<file path="config.mk">
export PLATFORM = sky130hd
export DESIGN_NAME = value_refill_unit
export DESIGN_NICKNAME = d
export VERILOG_FILES = /design/src/rtl/cabac_pkg.sv /design/src/rtl/byte_fifo.sv /design/src/rtl/value_refill_unit.sv
export SDC_FILE = /design/constraint.sdc
export NUM_CORES = 1
export LEC_CHECK = 0
export CAP_MARGIN = 20
export CORE_UTILIZATION = 49
export CTS_CLUSTER_DIAMETER = 200
export DETAILED_ROUTE_END_ITERATION = 8
export GPL_ROUTABILITY_DRIVEN = 0
export GPL_TIMING_DRIVEN = 0
export PLACE_DENSITY = 0.68
export SLEW_MARGIN = 5
export SYNTH_ARGS = -nofsm -noshare
export SYNTH_HDL_FRONTEND = slang
export SYNTH_SLANG_ARGS = --single-unit
export TNS_END_PERCENT = 100
</file>
<file path="constraint.sdc">
create_clock -name clk -period 7.4 [get_ports clk]
set_input_delay 0.74 -clock clk [delete_from_list [all_inputs] [get_ports clk]]
set_output_delay 0.74 -clock clk [all_outputs]
set_load 0.05 [all_outputs]
</file>
<file path="src/rtl/cabac_pkg.sv">
// Shared types and constants for the arithmetic decoder value path.
package cabac_pkg;
   typedef enum logic [1:0] {
      ST_IDLE,
      ST_INIT_HI,
      ST_INIT_LO,
      ST_RUN
   } refill_state_t;

   localparam logic signed [3:0] BITS_NEEDED_INIT = -4'sd8;
   localparam int BYTE_W = 8;
endpackage

</file>
<file path="src/rtl/byte_fifo.sv">
// Small byte FIFO; registered read side, no write-to-read bypass.
module byte_fifo #(
   parameter int DEPTH = 4,
   parameter int W     = 8
) (
   input  logic                     clk,
   input  logic                     rst_n,
   input  logic                     push_valid,
   output logic                     push_ready,
   input  logic [W-1:0]             push_data,
   input  logic                     pop,
   output logic [W-1:0]             pop_data,
   output logic [$clog2(DEPTH):0]   count,
   input  logic                     flush
);
   localparam int AW = $clog2(DEPTH);
   localparam logic [AW:0] FULL = (AW+1)'(DEPTH);

   logic [W-1:0]  mem [DEPTH];
   logic [AW-1:0] wr_ptr;
   logic [AW-1:0] rd_ptr;
   logic          do_push;
   logic          do_pop;

   assign push_ready = (count != FULL);
   assign do_push    = push_valid && push_ready;
   assign do_pop     = pop && (count != '0);
   assign pop_data   = mem[rd_ptr];

   always_ff @(posedge clk) begin
      if (do_push && !flush) mem[wr_ptr] <= push_data;
   end

   // flush wins over any push or pop in the same cycle
   always_ff @(posedge clk or negedge rst_n) begin
      if (!rst_n) begin
         wr_ptr <= '0;
         rd_ptr <= '0;
         count  <= '0;
      end else if (flush) begin
         wr_ptr <= '0;
         rd_ptr <= '0;
         count  <= '0;
      end else begin
         if (do_push) wr_ptr <= wr_ptr + AW'(1);
         if (do_pop)  rd_ptr <= rd_ptr + AW'(1);
         count <= count + (AW+1)'(do_push) - (AW+1)'(do_pop);
      end
   end
endmodule

</file>
<file path="src/rtl/value_refill_unit.sv">
// Registered decoder value with per-command shift and automatic byte refill.
module value_refill_unit
   import cabac_pkg::*;
#(
   parameter int VALUE_W    = 16,
   parameter int FIFO_DEPTH = 4,
   parameter int SHIFT_W    = 3
) (
   input  logic               clk,
   input  logic               rst_n,
   input  logic               byte_valid,
   output logic               byte_ready,
   input  logic [7:0]         byte_data,
   input  logic               flush,
   input  logic               init_req,
   input  logic               cmd_valid,
   output logic               cmd_ready,
   input  logic [SHIFT_W-1:0] cmd_shift,
   output logic [VALUE_W-1:0] value_out,
   output logic [3:0]         bits_needed_out,
   output logic               value_valid
);
   localparam int CW = $clog2(FIFO_DEPTH) + 1;

   refill_state_t       state;
   refill_state_t       state_nx;
   logic [VALUE_W-1:0]  value_q;
   logic [VALUE_W-1:0]  value_nx;
   logic signed [3:0]   bn_q;
   logic signed [3:0]   bn_nx;
   logic [BYTE_W-1:0]   hi_q;
   logic [BYTE_W-1:0]   hi_nx;
   logic [BYTE_W-1:0]   fifo_data;
   logic [CW-1:0]       fifo_count;
   logic                fifo_pop;
   logic                fifo_nonempty;
   logic signed [4:0]   n;
   logic                need_byte;
   logic                cmd_fire;

   byte_fifo #(
      .DEPTH (FIFO_DEPTH),
      .W     (BYTE_W)
   ) u_fifo (
      .clk        (clk),
      .rst_n      (rst_n),
      .push_valid (byte_valid),
      .push_ready (byte_ready),
      .push_data  (byte_data),
      .pop        (fifo_pop),
      .pop_data   (fifo_data),
      .count      (fifo_count),
      .flush      (flush)
   );

   assign fifo_nonempty = (fifo_count != '0);
   assign n             = {bn_q[3], bn_q} + 5'(cmd_shift);
   assign need_byte     = ~n[4];
   assign cmd_ready     = (state == ST_RUN) && !init_req
                        && (!need_byte || fifo_nonempty);
   assign cmd_fire      = cmd_valid && cmd_ready;

   assign value_out       = value_q;
   assign bits_needed_out = bn_q;
   assign value_valid     = (state == ST_RUN);

   always_ff @(posedge clk or negedge rst_n) begin
      if (!rst_n) begin
         state   <= ST_IDLE;
         value_q <= '0;
         bn_q    <= BITS_NEEDED_INIT;
         hi_q    <= '0;
      end else begin
         state   <= state_nx;
         value_q <= value_nx;
         bn_q    <= bn_nx;
         hi_q    <= hi_nx;
      end
   end

   always_comb begin
      state_nx = state;
      value_nx = value_q;
      bn_nx    = bn_q;
      hi_nx    = hi_q;
      fifo_pop = 1'b0;
      if (init_req) begin
         state_nx = ST_INIT_HI;
         value_nx = '0;
         bn_nx    = BITS_NEEDED_INIT;
      end else begin
         unique case (state)
            ST_INIT_HI: begin
               if (fifo_nonempty) begin
                  fifo_pop = 1'b1;
                  hi_nx    = fifo_data;
                  state_nx = ST_INIT_LO;
               end
            end
            ST_INIT_LO: begin
               if (fifo_nonempty) begin
                  fifo_pop = 1'b1;
                  value_nx = VALUE_W'({hi_q, fifo_data});
                  bn_nx    = BITS_NEEDED_INIT;
                  state_nx = ST_RUN;
               end
            end
            ST_RUN: begin
               if (cmd_fire) begin
                  value_nx = value_q << cmd_shift;
                  // n is 0..6 here, so the byte lands fully inside the value
                  if (need_byte) begin
                     fifo_pop = 1'b1;
                     value_nx = value_nx
                              + (VALUE_W'(fifo_data) << n[2:0]);
                     bn_nx    = n[3:0] + 4'sd8;
                  end else begin
                     bn_nx = n[3:0];
                  end
               end
            end
            default: ;
         endcase
      end
   end
endmodule

</file>
# After elaboration in Yosys (flattened, before gate mapping)
# Memory sizes are Yosys's and may differ from the RTL's.
# Index checks and enable logic that the tools add are counted.
# totals
ram_bits	32
register_bits	37
out_inout_bits	23
elab_cells	69
inputBits	17
n_memories	1
# mem_list
memory	words	word_bits	read_ports	rd_ports_with_merged_regs	wr	line_no	source
u_fifo.mem	4	8	1	0	1	byte_fifo.sv:19	logic [W-1:0] mem [DEPTH];
# op_classes
n_addsub	7
reduce_logical	18
mux	26
shift	2
bitwise_logic	1
eq_ne	7
# op_table
cell	count
two-way mux 16 bit	4
case mux 16 bit (2 select lines)	1
adder 16 bit	1
two-way mux 4 bit	4
left shift 16 x 3 -> 16 bit	1
left shift 8 x 3 -> 16 bit	1
two-way mux 2 bit	7
inequality test 3 bit (second input constant)	3
AND reduction 3 bit	3
nonzero test 3 bit	3
case mux 4 bit (2 select lines)	1
logical AND 1 bit	6
two-way mux 1 bit	6
adder 4 x 4 -> 5 bit	1
adder 2 x 1 -> 2 bit (second input constant)	2
adder 4 bit (second input constant)	1
== test 2 bit (second input constant)	2
case mux 2 bit (2 select lines)	1
nonzero test 2 bit	2
adder 3 x 1 -> 3 bit	1
two-way mux 3 bit	1
inequality test 3 x 2 -> 1 bit (second input constant)	1
subtractor 3 x 1 -> 3 bit	1
== test 2 x 1 -> 1 bit (second input constant)	1
5 further kinds	6

# Depth between registers and ports, before layout
# Gate-level depths: netlist of run 1.
# depth
depth_word	10
mapped_depth	14
ltp_nobuf	14

# Modules after synthesis
# Synthesis of run 1 repeated with hierarchy kept, for this count alone.
# unflattened
hier_cells	480
hier_area_um2	4887.2
# modules_own_cells
module	seq_area_each_um2	area_each_um2	cells_per_inst	instances
value_refill_unit	752.0	3274.4	394	1
byte_fifo	1136.1	1612.8	86	1

# Least setup slack after synthesis of run 1
# No wires, ideal clock.
# synth_path
path_kind	in2reg
from	in cmd_shift[1]
to	reg value_q[11], in the netlist value_out[11]
slack_ns	3.127
required_time_ns	7.280
n_path_buf	1
cell_stages	13
setup_ns	0.120
t_arrival_ns	4.153
cell_sequence	clkbuf_1 -> inv_2 -> fa_1 -> xnor2_1 -> nand2_1 -> o22ai_1 -> ha_1 -> a21o_1 -> a31oi_2 -> a21oi_2 -> o31a_1 -> or4b_1 -> and3_1
# synth_between
elab_chain_cells	7
elab_cells_between_ends	13
cone_classes	add/sub: 2; eq/ne: 1; shift: 2; mux: 4; reduce/logical: 4
# synth_lines
element	line_no	source
from (decl)	value_refill_unit.sv:18	input logic [SHIFT_W-1:0] cmd_shift,
adder 4 x 4 -> 5 bit	value_refill_unit.sv:57	assign n = {bn_q[3], bn_q} + 5'(cmd_shift);
left shift 8 x 3 -> 16 bit	value_refill_unit.sv:115	+ (VALUE_W'(fifo_data) << n[2:0]);
adder 16 bit	value_refill_unit.sv:115	
two-way mux 16 bit	value_refill_unit.sv:112	if (need_byte) begin
two-way mux 16 bit	value_refill_unit.sv:109	if (cmd_fire) begin
case mux 16 bit (2 select lines)	value_refill_unit.sv:92	unique case (state)
two-way mux 16 bit	value_refill_unit.sv:87	if (init_req) begin
to (signal assigned)	value_refill_unit.sv:75	value_q <= value_nx;
to (decl)	value_refill_unit.sv:27	logic [VALUE_W-1:0] value_q;
# Several ways; a longest one is shown, not always the timed one. The select of a mux whose other input is x is not followed.
# A chain may end at the register's enable or synchronous reset.

# Worst setup path after layout of run 1
# layout_path
from	in cmd_shift[1]
to	reg value_q[12], in the netlist value_out[12]
# The elaborated chain is that of the path after synthesis.

==> flow_summary.yaml, run 1 <==
status:
  status: "complete, no violations"
route:
  via_per_inst: 6.02
  drc: 0
  num_vias: 3873
  firstDrtPassIters: 5
  ant_nets: 0
  detail_route.wl_per_cell_um: 18.1
  routed_wl_mm: 11.7
  drtIter0Drc: 276
placed_design:
  io_buffers: 37
  hpwl_mm: 9.08
  placed_cells: 627
timing:
  rsz0062_at_grt: "false"
  timing.fmax_mhz: 193
  setup-violations-final: 0
  final_hold_viol_count: 0
  hold-worst-slack_ns: 0.188
  slew_headroom_pct: 40.2
  min_period_ns: 5.19
  drv_slew: 0
  post-route-period-util_pct: 70.1
  setup_tns_ns: 0
  tightest_slew_ns: 0.890
  fin_skew_ns: 0.0135
cts:
  hold_buffers: 0
  cts-buffers-inserted: 9
  cts_htree_levels: 3
  cts_resized: 0
  cts_sinks: 69
  root_buffer: "clkbuf_8"
  clkLatencyLatePin_ns: 0.35
  clockBufferDepth: 2
  cts_tree: "done"
  path_clk_slew_ns: 0.08
  cts_setup_buffers: 0
power_and_ir_drop:
  peakVddDrop_mv: 0.150
  total_power_mw: 1.83
  power_leakage_nw: 2.23
  power_density_nw_per_um2: 332
critical_path:
  arrival_ns: 5.43
  r2r_setup_slack_ns: 3.11
  worstReg2RegEnd: "value_out[12]$_DFFE_PN0P_"
  r2r.worst_path.cells: 12
  crit_fanout: 9
  start_kind: "input pin"
  endpoint_kind: "register"
  r2r-start: "bits_needed_out[0]$_DFFE_PN0P_"
  path_cells: "clkdlybuf4s50_1, clkbuf_1, inv_2, fa_1, xnor2_1, nand2_1, o22ai_1, ha_1, a21o_1, a221oi_1, o21ai_0, nor4_1, o31ai_1"
  cpPeakStageDelay_ns: 0.74
  critPathKind: "in -> reg"
  cp.required_ns: 7.64
  slowest_stage: "xnor2_1"
  crit_path_start: "cmd_shift[1]"
synthesis:
  ys.flop_type: "dfrtp_1"
  synth-seq-cells: 69
  synthArstFlopShare_pct: 53.6
  synthTopCellsByCount: "49 x nand2_1, 36 x dfrtp_1, 35 x nor2_1, 32 x edfxtp_1, 31 x o21ai_0"
  yosysTopAreaCellShare_pct: 20.1
  synth-edff-count: 32
  synth_area_um2: 4770
  synth.area.top_cells: "edfxtp_1 20%, dfrtp_1 19%, ha_1 7.3%, mux4_2 6.1%, mux2_2 5.2%"
  syn_inst: 460
  ys_warn_count: 0
  synth_cell_types: 63
  yosysSeqAreaShare_pct: 39.6
  syn_nets: 508
  synth_area_leader_cell: "edfxtp_1"
  syn_area_per_cell_um2: 10.4
  yosys.cell_count.top_type: "nand2_1"
floorplanning:
  pin_count: 40
  die-area_um2: 10100
  core_um2: 9330
  die_h_um: 101
  die_w_um: 101
  fp-row-count: 35
  start_util_pct: 51.1
hold_path:
  hold_path_class: "in -> async"
global_routing:
  antenna_found_initial: 0
  overflow: 0
  grt_pass1_wl_mm: 19.0
  grt_max_degree: 35
  grt_pass1_vias: 3744
  grt_usage_pct: 24.7
cells_and_area:
  stdcell_count: 643
  n_fill_cell: 812
  fin_util_pct: 59.0
  syn_to_final_growth_pct: 15.4
  drive_above_1_share_pct: 13.8
  diodes: 0
  nets: 557
job:
  drv_cap: 0
## worst max path at each step
| stage | slack (ns) | to |
|---|---|---|
| CTS | 2.26 | value_out[12]$_DFFE_PN0P_ |
| finish | 2.21 | value_out[12]$_DFFE_PN0P_ |
| global route | 1.87 | value_out[12]$_DFFE_PN0P_ |
| detailed placement | 1.90 | value_out[12]$_DFFE_PN0P_ |
| floorplan | 3.13 | value_out[11]$_DFFE_PN0P_ |
| global placement | 1.95 | value_out[14]$_DFFE_PN0P_ |
## worst max-delay path: cells and delay by family
kind,cells,cell delay (ns)
xor+xnor,1,0.74
fa+ha+maj,2,0.89
compound gates,5,1.55
buf+inv,3,1.02
simple gates,2,0.49
## cells by family (layout without fill, tap and decap cells)
kind of cell / count (synthesis) / after routing / synth area share, %
AOI/OAI and AO/OA: 120 / 120 / 17.0
xor gates and xnor gates: 14 / 14 / 2.57
adders and majority gates: 31 / 31 / 8.60
buffers and inverters: 37 / 91 / 3.54
DFF: 69 / 69 / 39.6
muxes: 54 / 54 / 15.3
and+or+nand+nor: 135 / 135 / 13.4
## per-stage QoR
stage | instance area (um^2) | setup slack [ns]
CTS | 5500 | 2.26
global placement | 5300 | 1.95
finish | 5500 | 2.21
global route | 5500 | 1.87
detailed placement | 5320 | 1.90
floorplan | 4770 | 3.13
## per-layer routing
layer / wire length (um) / global-route usage, % / vias up
met3: 853 / 4.85 / 31
met4: 375 / 8.36 / 0
met1: 4850 / 30.9 / 1837
li1: - / - / 1831
met2: 5580 / 42.8 / 174
met5: 0 / 0 / -
## sequential cells by signal, summed over array words and instances (netlist names)
signal	count
bits_needed_out	4
state	2
value_out	16
u_fifo.mem	32
u_fifo.wr_ptr	2
hi_q	8
u_fifo.count	3
u_fifo.rd_ptr	2
## final cells by class
class | instances | area [um^2] | share of cell area, %
well taps | 129 | 161 | 2.93
clock buffers | 9 | 124 | 2.25
multi-input cells | 354 | 2710 | 49.3
inverters | 18 | 67.6 | 1.23
flip-flops and latches | 69 | 1890 | 34.3
plain buffers | 19 | 101 | 1.84
clock inverters | 7 | 62.6 | 1.14
repair buffers | 38 | 385 | 7.00
## placed cells by master (no fill, tap or decap), types with 13 or more instances in the layout
cell / n
nand2_1: 49
dfrtp_1: 36
clkdlybuf4s50_1: 36
nor2_1: 35
edfxtp_1: 32
o21ai_0: 31
ha_1: 28
a21oi_1: 22
mux2_2: 22
mux2i_1: 19
inv_1: 16
mux4_2: 13
## report_power, final
| part | internal, mW | total [mW] | switching [mW] |
|---|---|---|---|
| Combinational | 0.389 | 0.977 | 0.588 |
| Clock | 0.128 | 0.292 | 0.163 |
| Sequential | 0.480 | 0.559 | 0.0793 |
| Total | 0.997 | 1.83 | 0.831 |
Power figures use the tool's default switching activity.
==> inputs of run 2 (changes only) <==
Clock period 7.4 ns to 5.41 ns, I/O delays scaled along.
==> run 2 against run 1 <==
Compared with the run above: critical path depth unchanged; register-to-register slack got worse by 2.0 ns; clock power grew 36%; die area is the same; via count up 0.10%; clock-buffer cell count unchanged; total power grew 37%; global-route usage is essentially flat; worst hold slack better by 0.32 ns; wire length is 0.43% higher; worst setup slack worse by 1.8 ns; cell area is 0.18% higher; largest cell class unchanged.
==> flow_summary.yaml, run 2 (same netlist as run 1, synthesis figures left out) <==
cells_and_area:
  diodes: 0
  largest_reg_flops: 32
  syn_to_final_growth_pct: 15.6
  top_register: "u_fifo.mem"
  mostFrequentLayoutCells: "49 x nand2_1, 36 x dfrtp_1, 36 x clkdlybuf4s50_1, 35 x nor2_1, 32 x edfxtp_1"
  layout_commonest_cell: "nand2_1"
  drive_above_1_share_pct: 13.8
  nets: 558
route:
  routed_wl_mm: 11.7
  num_vias: 3877
  ant_nets: 0
  drtIter0Drc: 276
  detail_route.wl_per_cell_um: 18.2
  firstDrtPassIters: 5
  drc: 0
  via_per_inst: 6.02
timing:
  setup_tns_ns: 0
  tightest_slew_ns: 0.898
  fin_skew_ns: 0.0135
  setup-violations-final: 0
  slew_headroom_pct: 39.7
  post-route-period-util_pct: 93.1
  final_hold_viol_count: 0
  drv_slew: 0
  timing.fmax_mhz: 199
  fin_ws_ns: 0.373
  min_period_ns: 5.04
  rsz0062_at_grt: "false"
power_and_ir_drop:
  p_int_mw: 1.36
  peakVddDrop_mv: 0.205
  switchingPower_mw: 1.14
  power_leakage_nw: 2.23
  power_switching_share_pct: 45.5
  total_power_mw: 2.50
  power_density_nw_per_um2: 454
  comb_power_share_pct: 53.5
  pwr-share-seq_pct: 30.6
  p_clk_share_pct: 15.9
global_routing:
  grt_pass1_wl_mm: 19.0
  grt_max_degree: 35
  antenna_found_initial: 0
  overflow: 0
  grt_pass1_vias: 3750
  grt_usage_pct: 24.7
cts:
  cts-buffers-inserted: 9
  clockBufferDepth: 2
  cts_sinks: 69
  path_clk_slew_ns: 0.08
  cts_htree_levels: 3
  clkLatencyLatePin_ns: 0.35
  cts_tree: "done"
  root_buffer: "clkbuf_8"
floorplanning:
  pin_count: 40
  die_w_um: 101
  start_util_pct: 51.1
  die-area_um2: 10100
  die_h_um: 101
  core_um2: 9330
  fp-row-count: 35
critical_path:
  cp.required_ns: 5.64
  start_kind: "input pin"
  critPathKind: "in -> reg"
  arrival_ns: 5.27
  endpoint_kind: "register"
  r2r-start: "bits_needed_out[0]$_DFFE_PN0P_"
  worstReg2RegEnd: "value_out[12]$_DFFE_PN0P_"
  r2r_setup_slack_ns: 1.08
  crit_fanout: 9
  r2r.worst_path.cells: 12
placed_design:
  place_ws_ns: 0.105
  hpwl_mm: 9.08
  io_buffers: 37
status:
  status: "complete, no violations"
job:
  drv_cap: 0
hold_path:
  hold_start: "hi_q[7]$_DFFE_PN0P_"
  min_to: "hi_q[7]$_DFFE_PN0P_"
  hold_path_class: "reg -> reg"
  hold_depth: 1
## run 2: cell count changes in the layout (fill, tap and decap cells not counted)
| cell | change |
|---|---|
| dlygate4sd3_1 | +1 |
## run 2: how the worst max path moves through the flow
stage / start / to
after floorplan: cmd_shift[1] / value_out[11]$_DFFE_PN0P_
after global placement: cmd_shift[1] / value_out[14]$_DFFE_PN0P_
after detailed placement: cmd_shift[1] / value_out[12]$_DFFE_PN0P_
after CTS: cmd_shift[1] / value_out[12]$_DFFE_PN0P_
after global routing: cmd_shift[1] / value_out[12]$_DFFE_PN0P_
final: cmd_shift[1] / value_out[12]$_DFFE_PN0P_
## run 2: layer usage
layer,vias up,wire length [um],track usage (%)
met3,32,766,4.85
met5,-,0,0
met2,146,5610,42.8
met4,0,378,8.36
met1,1867,4960,30.9
li1,1832,-,-
## run 2: final cells by class
cell class	instances	area (um^2)
inverters	18	67.6
plain buffers	19	101
fillers	814	3810
well taps	129	161
multi-input cells	354	2710
repair buffers	39	395
flip-flops and latches	69	1890
clock inverters	7	62.6
clock buffers	9	124
## run 2: repair_timing
action | in CTS | in global routing
gates resized for setup | 0 | 0
hold buffers | 1 | 0
setup buffers | 0 | 0
endpoints found under the hold margin | 3 | 0
## run 2: stage by stage
stage               hold WS (ns)  instances  utilization (%)  instance area (um^2)
floorplan                  0.245        460                -                  4770
global placement           0.501        626             56.8                  5300
detailed placement         0.367        627             57.0                  5320
CTS                        0.522        644             59.1                  5510
global route               0.543        644             59.1                  5510
finish                     0.513        644             59.1                  5510
## run 2: power by group through the flow
stage / Clock [mW] / Sequential (mW) / Combinational [mW]
after floorplan: 0 / 0.877 / 0.850
after global placement: 0 / 0.766 / 1.30
after detailed placement: 0 / 0.773 / 1.32
after CTS: 0.405 / 0.762 / 1.33
after global routing: 0.429 / 0.779 / 1.45
final: 0.398 / 0.766 / 1.34
## run 2: critical path: stages
cell	delay (ns)
clkdlybuf4s50_1	0.48
clkbuf_1	0.34
inv_2	0.20
fa_1	0.57
xnor2_1	0.75
nand2_1	0.18
o22ai_1	0.17
ha_1	0.32
a21o_1	0.23
a221oi_1	0.69
o21ai_0	0.36
nor4_1	0.33
o31ai_1	0.12
==> inputs of run 3 (changes only) <==
Settings changed: PLACE_DENSITY 0.68 to 0.71, SETUP_SLACK_MARGIN set to 0.15.
Clock period 5.41 ns to 4.4 ns, I/O delays scaled along.
==> run 3 against run 2 <==
Compared with the run above: die area did not move; core utilization rose by 1.5 points; cell count rose by 0.47%; flip-flop and latch count did not move; critical path depth rose by 1; worst hold slack got worse by 0.090 ns; via count rose by 1.3%; combinational power rose by 25%; clock-buffer cell count did not move; non-clock buffer count rose by 3; register-to-register slack got worse by 0.62 ns; critical endpoint is now value_out[11]$_DFFE_PN0P_; highest routed layer unchanged.
==> flow_summary.yaml, run 3 (same netlist as run 1, synthesis figures left out) <==
timing:
  slew_headroom_pct: 41.5
  setup-violations-final: 0
  tightest_slew_ns: 0.874
  fin_ws_ns: 0.328
  drv_slew: 0
  rsz0062_at_grt: "false"
  fin_skew_ns: 0.00959
  timing.fmax_mhz: 246
  final_hold_viol_count: 0
  post-route-period-util_pct: 92.5
  min_period_ns: 4.07
critical_path:
  critPathKind: "in -> reg"
  endpoint_kind: "register"
  r2r.worst_path.cells: 12
  cp.required_ns: 4.64
  start_kind: "input pin"
  arrival_ns: 4.31
  crit_fanout: 9
route:
  ant_nets: 0
  drc: 0
  firstDrtPassIters: 5
  drtIter0Drc: 299
  detail_route.wl_per_cell_um: 18.4
  via_per_inst: 6.07
  routed_wl_mm: 11.9
  num_vias: 3927
cells_and_area:
  largest_reg_flops: 32
  top_register: "u_fifo.mem"
  syn_to_final_growth_pct: 18.4
  drive_above_1_share_pct: 16.2
  nets: 561
  diodes: 0
  n_fill_cell: 806
  layout_commonest_cell: "nand2_1"
  stdcell_count: 647
  mostFrequentLayoutCells: "49 x nand2_1, 36 x dfrtp_1, 36 x clkdlybuf4s50_1, 35 x nor2_1, 32 x edfxtp_1"
  design_area_um2: 5650
  fin_util_pct: 60.6
floorplanning:
  die_h_um: 101
  core_um2: 9330
  pin_count: 40
  fp-row-count: 35
  start_util_pct: 51.1
  die-area_um2: 10100
  die_w_um: 101
placed_design:
  place_ws_ns: -0.776
  placed_cells: 627
  io_buffers: 37
  postPlaceCellArea_um2: 5320
  hpwl_mm: 9.18
global_routing:
  grt_usage_pct: 25.7
  grt_pass1_wl_mm: 20.0
  grt_pass1_vias: 3859
  antenna_found_initial: 0
  overflow: 0
  grt_max_degree: 37
power_and_ir_drop:
  total_power_mw: 3.21
  pwr-share-seq_pct: 29.2
  switchingPower_mw: 1.41
  power_leakage_nw: 2.29
  power_density_nw_per_um2: 568
  peakVddDrop_mv: 0.260
  p_clk_share_pct: 18.5
  power_switching_share_pct: 43.8
  comb_power_share_pct: 52.2
  p_int_mw: 1.81
cts:
  clockBufferDepth: 2
  clkLatencyLatePin_ns: 0.35
  cts_sinks: 69
  cts_htree_levels: 3
  path_clk_slew_ns: 0.08
  cts-buffers-inserted: 9
  root_buffer: "clkbuf_8"
  cts_tree: "done"
job:
  drv_cap: 0
status:
  status: "complete, no violations"
hold_path:
  hold_path_class: "in -> async"
-- run 3: changes by cell type in the layout (fill, tap and decap cells not counted), sizes merged --
cell    before  now
buf         13   15
bufinv       0    2
clkbuf      17   18
clkinv       3    2
inv         21   20
-- run 3: critical path, stage by stage --
cell and delay (ns):
clkdlybuf4s50_1 0.48, clkbuf_4 0.20, inv_2 0.12, fa_2 0.67
inv_2 0.10, mux2i_2 0.22, o22ai_1 0.12, ha_1 0.38
a21o_1 0.26, a31oi_4 0.19, a21oi_2 0.12, o31a_1 0.35
or4b_1 0.47, and3_1 0.17
-- run 3: worst paths after layout --
check	end	startpoint	slack, ns
max in group asynchronous	bits_needed_out[3]$_DFFE_PN1P_	rst_n	3.51
setup reg to reg	value_out[11]$_DFFE_PN0P_	u_fifo.rd_ptr[0]$_DFFE_PN0P_	0.46
setup / recovery	value_out[11]$_DFFE_PN0P_	cmd_shift[1]	0.33
hold reg to reg	bits_needed_out[2]$_DFFE_PN0P_	bits_needed_out[2]$_DFFE_PN0P_	0.52
hold / removal	u_fifo.wr_ptr[0]$_DFFE_PN0P_	rst_n	0.42
min in group clk	state[1]$_DFFE_PN0P_	init_req	0.44
-- run 3: layout make-up --
class | instances | area [um^2] | share of cell area [%]
clock inverters | 7 | 105 | 1.86
repair buffers | 42 | 418 | 7.40
well taps | 129 | 161 | 2.86
clock buffers | 9 | 124 | 2.19
multi-input cells | 354 | 2780 | 49.1
plain buffers | 19 | 110 | 1.95
inverters | 18 | 67.6 | 1.20
flip-flops and latches | 69 | 1890 | 33.4
-- run 3: power groups by stage --
stage                     Clock (mW)  Sequential, mW  Combinational (mW)
after detailed placement           0           0.950                1.63
after global placement             0           0.941                1.59
after global routing           0.630           0.957                1.82
final                          0.595           0.939                1.68
after CTS                      0.605           0.936                1.64
after floorplan                    0            1.08                1.05
-- run 3: through the flow --
step / TNS, ns / hold WS, ns
finish: 0 / 0.423
detailed placement: -5.69 / 0.257
global route: 0 / 0.425
global placement: -4.83 / 0.506
CTS: 0 / 0.410
floorplan: 0 / 0.144
-- run 3: repair_timing --
item / in CTS / in global routing
pin swaps: 0 / 1
setup buffers: 0 / 3
hold buffers: 1 / 0
resized for setup: 6 / 11
setup endpoints to repair: 10 / 6
hold endpoints to repair: 1 / 0
-- run 3: routing by layer --
layer	up-vias	wire (um)	GRT usage, %
li1	1835	-	-
met1	1907	4900	34.1
met2	155	5900	43.9
met3	30	808	4.16
met4	0	278	6.91
met5	-	0	0
